## src/rtl/rf_scoreboard.sv

```systemverilog
// Register file with a per-register pending-writer scoreboard for an in-order decode stage.
// Counts outstanding writers per destination, raises busy/stall for consumed operands, optional writeback bypass.
module rf_scoreboard #(
    parameter int DATA_W = 32,
    parameter int ADDR_W = 5,
    parameter int PEND_W = 2,
    parameter int BYPASS = 1
) (
    input  logic              clk,
    input  logic              reset,
    input  logic [ADDR_W-1:0] ra1,
    input  logic [ADDR_W-1:0] ra2,
    input  logic              use1,
    input  logic              use2,
    output logic [DATA_W-1:0] rd1,
    output logic [DATA_W-1:0] rd2,
    output logic              busy1,
    output logic              busy2,
    output logic              stall,
    input  logic              iss_valid,
    input  logic [ADDR_W-1:0] iss_dst,
    output logic              iss_ready,
    input  logic              wb_en,
    input  logic [ADDR_W-1:0] wb_addr,
    input  logic [DATA_W-1:0] wb_data,
    input  logic              flush
);

    localparam int                NREG = 2 ** ADDR_W;
    localparam logic [PEND_W-1:0] PMAX = '1;
    localparam logic [PEND_W-1:0] ONE  = PEND_W'(1);

    logic [DATA_W-1:0] regs    [NREG];
    logic [PEND_W-1:0] cnt     [NREG];
    logic [PEND_W-1:0] cnt_nxt [NREG];

    logic            wb_write;
    logic            iss_acc;
    logic [NREG-1:0] inc_vec;
    logic [NREG-1:0] dec_vec;

    assign wb_write  = wb_en && (wb_addr != '0);
    assign iss_ready = (iss_dst == '0) || (cnt[iss_dst] != PMAX);
    assign iss_acc   = iss_valid && iss_ready && !flush;

    function automatic logic [DATA_W-1:0] read_port(input logic [ADDR_W-1:0] ra);
        if (ra == '0)
            return '0;
        else if (BYPASS != 0 && wb_en && wb_addr == ra)
            return wb_data;
        else
            return regs[ra];
    endfunction

    // A writer retiring this very cycle clears busy only when it is the last one outstanding.
    function automatic logic busy_port(input logic [ADDR_W-1:0] ra);
        if (ra == '0 || cnt[ra] == '0)
            return 1'b0;
        else if (BYPASS != 0 && wb_en && wb_addr == ra && cnt[ra] == ONE)
            return 1'b0;
        else
            return 1'b1;
    endfunction

    assign rd1   = read_port(ra1);
    assign rd2   = read_port(ra2);
    assign busy1 = busy_port(ra1);
    assign busy2 = busy_port(ra2);
    assign stall = (use1 && busy1) || (use2 && busy2);

    // NOTE: every variable in an always_comb gets a default first so no path can infer a latch.
    always_comb begin
        inc_vec = '0;
        dec_vec = '0;
        if (iss_acc && iss_dst != '0)
            inc_vec[iss_dst] = 1'b1;
        if (wb_write)
            dec_vec[wb_addr] = 1'b1;

        for (int r = 0; r < NREG; r++) begin
            cnt_nxt[r] = cnt[r];
            if (flush)
                cnt_nxt[r] = '0;
            else if (inc_vec[r] && !dec_vec[r])
                cnt_nxt[r] = cnt[r] + ONE;
            else if (dec_vec[r] && !inc_vec[r] && cnt[r] != '0)
                cnt_nxt[r] = cnt[r] - ONE;
        end
    end

    // NOTE: the register array is reset on purpose (reads after reset must be 0), so it is
    // built from flops rather than a RAM macro; a plain RAM would be left unreset.
    always_ff @(posedge clk or negedge reset) begin
        if (!reset) begin
            for (int r = 0; r < NREG; r++) begin
                regs[r] <= '0;
                cnt[r]  <= '0;
            end
        end else begin
            // NOTE: sequential state uses non-blocking assignments so all flops sample pre-edge values.
            if (wb_write)
                regs[wb_addr] <= wb_data;
            for (int r = 0; r < NREG; r++)
                cnt[r] <= cnt_nxt[r];
        end
    end

endmodule

```

## config.mk

```make
export PLATFORM = sky130hd
export DESIGN_NAME = rf_scoreboard
export DESIGN_NICKNAME = d
export VERILOG_FILES = /design/src/rtl/rf_scoreboard.sv
export SDC_FILE = /design/constraint.sdc
export NUM_CORES = 2
export LEC_CHECK = 0
export ABC_AREA = 1
export CAP_MARGIN = 20
export CORE_MARGIN = 1
export CORE_UTILIZATION = 41
export DETAILED_ROUTE_END_ITERATION = 16
export GPL_TIMING_DRIVEN = 1
export SLEW_MARGIN = 30
export SYNTH_ARGS = -nofsm -noshare
export SYNTH_HDL_FRONTEND = slang
export SYNTH_SLANG_ARGS = --single-unit
```

## constraint.sdc

```tcl
create_clock -name clk -period 2.1 [get_ports clk]
set_input_delay 0.315 -clock clk [delete_from_list [all_inputs] [get_ports clk]]
set_output_delay 0.315 -clock clk [all_outputs]
set_load 0.1 [all_outputs]
```

==> impl_metrics.toml <==
[yosys]
yosysWarnings = 0
yosys.cell_types.count = 34
async_reset_ff_share_pct = 100
synth_area_um2 = 61900
synthFlopType = "dfrtp_1"
synth_top_cells_by_area = "dfrtp_1 44%, o21ai_0 18%, nand2_1 9.0%"
synth_top_area_share_pct = 44.0
syn_area_per_cell_um2 = 7.17
syn-num-nets = 8691
syn-instance-count = 8632
seq_area_frac_synth_pct = 44.0
yosys.area.top_type = "dfrtp_1"
synth_edf_count = 0
postSynthRegisterBits = 1088

[critical_path]
required_ns = 1.78
cp_max_fo = 2
critical-path-top-delay-family = "compound AO/OA/AOI/OAI gates"
r2r_end = "cnt[15]"
worstSetupEndpointType = "output pin"
arrival_ns = 2.54
critPathBufInv = 2
regToRegStartpoint = "cnt[42]"
path_class = "flop to output pin"
r2r_cells = 23
critPathLaunchType = "flop"
cp_common_cell = "o21ai_0"
crit_chain = "o21ai_0, a21oi_1, o21ai_0, nand2_1, o2111ai_2, nand3_2, o211ai_1, clkinvlp_4, buf_12"
slowest_delay_ns = 0.38
ff2ff_setup_slack_ns = -0.48
cp_slowest_cell = "dfrtp_1"

[timing]
finalCritPeriodShare_pct = 136
fin_skew_ns = 0.0147
fin_crit_ns = 2.85
finalSetupViolations = 130
setup_tns_ns = -60.89
slew_headroom_pct = 51.1
layout_setup_ws_ns = -0.753
rsz0062_at_grt = "true"
max_freq_mhz = 350
finalHoldViolCount = 0
tightestPinTransition_ns = 0.732
finalMaxSlewViolations = 0

[pwr]
power_density_nw_per_um2 = 844
clkPwrFrac_pct = 33.9
power.switching_mw = 24.2
ir_worst_vdd_v = 0.000782
p_int_mw = 46.8
finalPower_mw = 71.1
power.share.switching_pct = 34.1
leakagePower_nw = 36.7
combinationalPowerShare_pct = 27.4
pwr-share-seq_pct = 38.7

[grt]
first_global_vias = 63800
grt_util_all_layers_pct = 37.6
grt-ovfl-total = 0
grt_start_max_net_pins = 97
grt_pass1_wl_mm = 429
antenna_found_initial = 8

[cts]
clk_pin_slew_ns = 0.07
clk_path_buf_depth = 3
htree_levels = 3
cts_tree = "done"
clk_latency_ns = 0.77
root_buffer = "clkbuf_16"
cts_buffers = 120
cts_sinks = 1088

[final_layout]
utilization_pct = 56.2
num_antenna_cells = 0
fin_nets = 9262
mostFrequentLayoutCell = "o21ai_0"
layout_common_cells = "1676 x o21ai_0, 1462 x nand2_1, 1081 x dfrtp_1"
nFillCells = 13600
finalNonFillerCells = 11300
synthToLayoutAreaGrowth_pct = 36.0
drive_gt1_share_pct = 24.7

[die]
die-area_um2 = 153000
coreArea_um2 = 150000
initial_core_util_pct = 41.3
io_pins = 127
die_h_um = 391
fp.dieW_um = 391
num_rows = 142

[placed_design]
dp.cells = 11000
dp_hpwl_mm = 195
routabilityCongestion = 0.968
port_buffers = 126

[job]
drv_cap = 0

[drt]
ant_nets = 0
firstDrtPassIters = 8
wire_per_inst_um = 26.3
vias_per_cell = 6.16
drt_iter0_markers = 10300
num_vias = 69800
wl_mm = 297
drc = 0

[min_path]
min_path_type = "input port to asynchronous set/reset pin"

[outcome]
violations = "negative setup slack"
status = "finished, violations left"
[power groups by stage]
stage | Sequential (mW) | Combinational, mW | Clock [mW]
2_1_floorplan | 27.0 | 10.6 | 0
4_1_cts | 27.3 | 18.4 | 24.1
3_5_place_dp | 27.5 | 17.4 | 0
5_1_grt | 27.9 | 21.1 | 24.9
3_3_place_gp | 27.4 | 17.0 | 0
6_report | 27.5 | 19.5 | 24.1
[worst max-delay path by stage]
stage,depth (start not counted),slack (ns),to,start
global placement,11,-1.07,rd2[26],wb_addr[3]
global route,12,-0.88,rd2[22],regs[342]
floorplan,8,-0.54,rd1[28],ra1[2]
finish,9,-0.75,rd2[22],regs[182]
detailed placement,11,-1.03,rd1[20],wb_addr[3]
CTS,12,-0.78,rd2[22],regs[342]
[cell type report]
class	instances	area (um^2)	share of cell area, %
clock inverter	62	995	1.18
multi-input combinational	6059	32900	39.0
clock buffer	167	3440	4.09
sequential	1088	27200	32.3
tap	2016	2520	3.00
inverter	653	2570	3.05
timing repair buffer	1281	14600	17.3
[synth_stat cells (9+ instances only)]
| cell | number |
|---|---|
| a211oi_1 | 32 |
| a21oi_1 | 851 |
| a31oi_1 | 9 |
| buf_1 | 100 |
| buf_2 | 27 |
| clkbuf_1 | 704 |
| clkinv_1 | 9 |
| dfrtp_1 | 1088 |
| inv_1 | 632 |
| inv_2 | 12 |
| nand2_1 | 1489 |
| nand3_1 | 699 |
| nand4_1 | 136 |
| nor2_1 | 326 |
| nor3_1 | 21 |
| o2111ai_1 | 19 |
| o211ai_1 | 173 |
| o21ai_0 | 2221 |
| o221ai_1 | 22 |
| o22ai_1 | 10 |
| or2_2 | 16 |
[kinds of logic after synthesis]
logic type | count (synthesis) | share of synthesized area [%]
AO/OA/AOI/OAI | 3358 | 28.3
buffers and inverters | 1485 | 9.06
flip-flops | 1088 | 44.0
AND/OR/NAND/NOR | 2701 | 18.6
[registers in the layout, indices dropped and copies added, names as in the netlist]
name and cells:
regs 1024, cnt 64
[repair_timing]
| item | in CTS | in global routing |
|---|---|---|
| gates cloned | 2 | 13 |
| hold buffers | 1 | 0 |
| setup buffers | 62 | 44 |
| pin swaps | 390 | 271 |
| resized for setup | 757 | 458 |
| endpoints found under the hold margin | 431 | 0 |
| endpoints found under the setup margin | 76 | 130 |
[layer usage]
metal	up-vias	routed length, um	GRT usage [%]
li1	30600	-	-
met1	33200	112000	49.3
met2	4776	127000	56.0
met3	1121	34500	7.69
met4	10	23600	25.0
met5	-	70	0
[per-stage QoR]
stage | instance area, um^2 | hold slack [ns] | worst slack [ns]
floorplan | 64500 | 0.0194 | -0.538
global placement | 75700 | 0.239 | -1.07
detailed placement | 75800 | 0.240 | -1.03
CTS | 82300 | 0.0550 | -0.780
global route | 84200 | 0.0925 | -0.884
finish | 84200 | 0.0727 | -0.753
(Power assumes the default switching activity.)
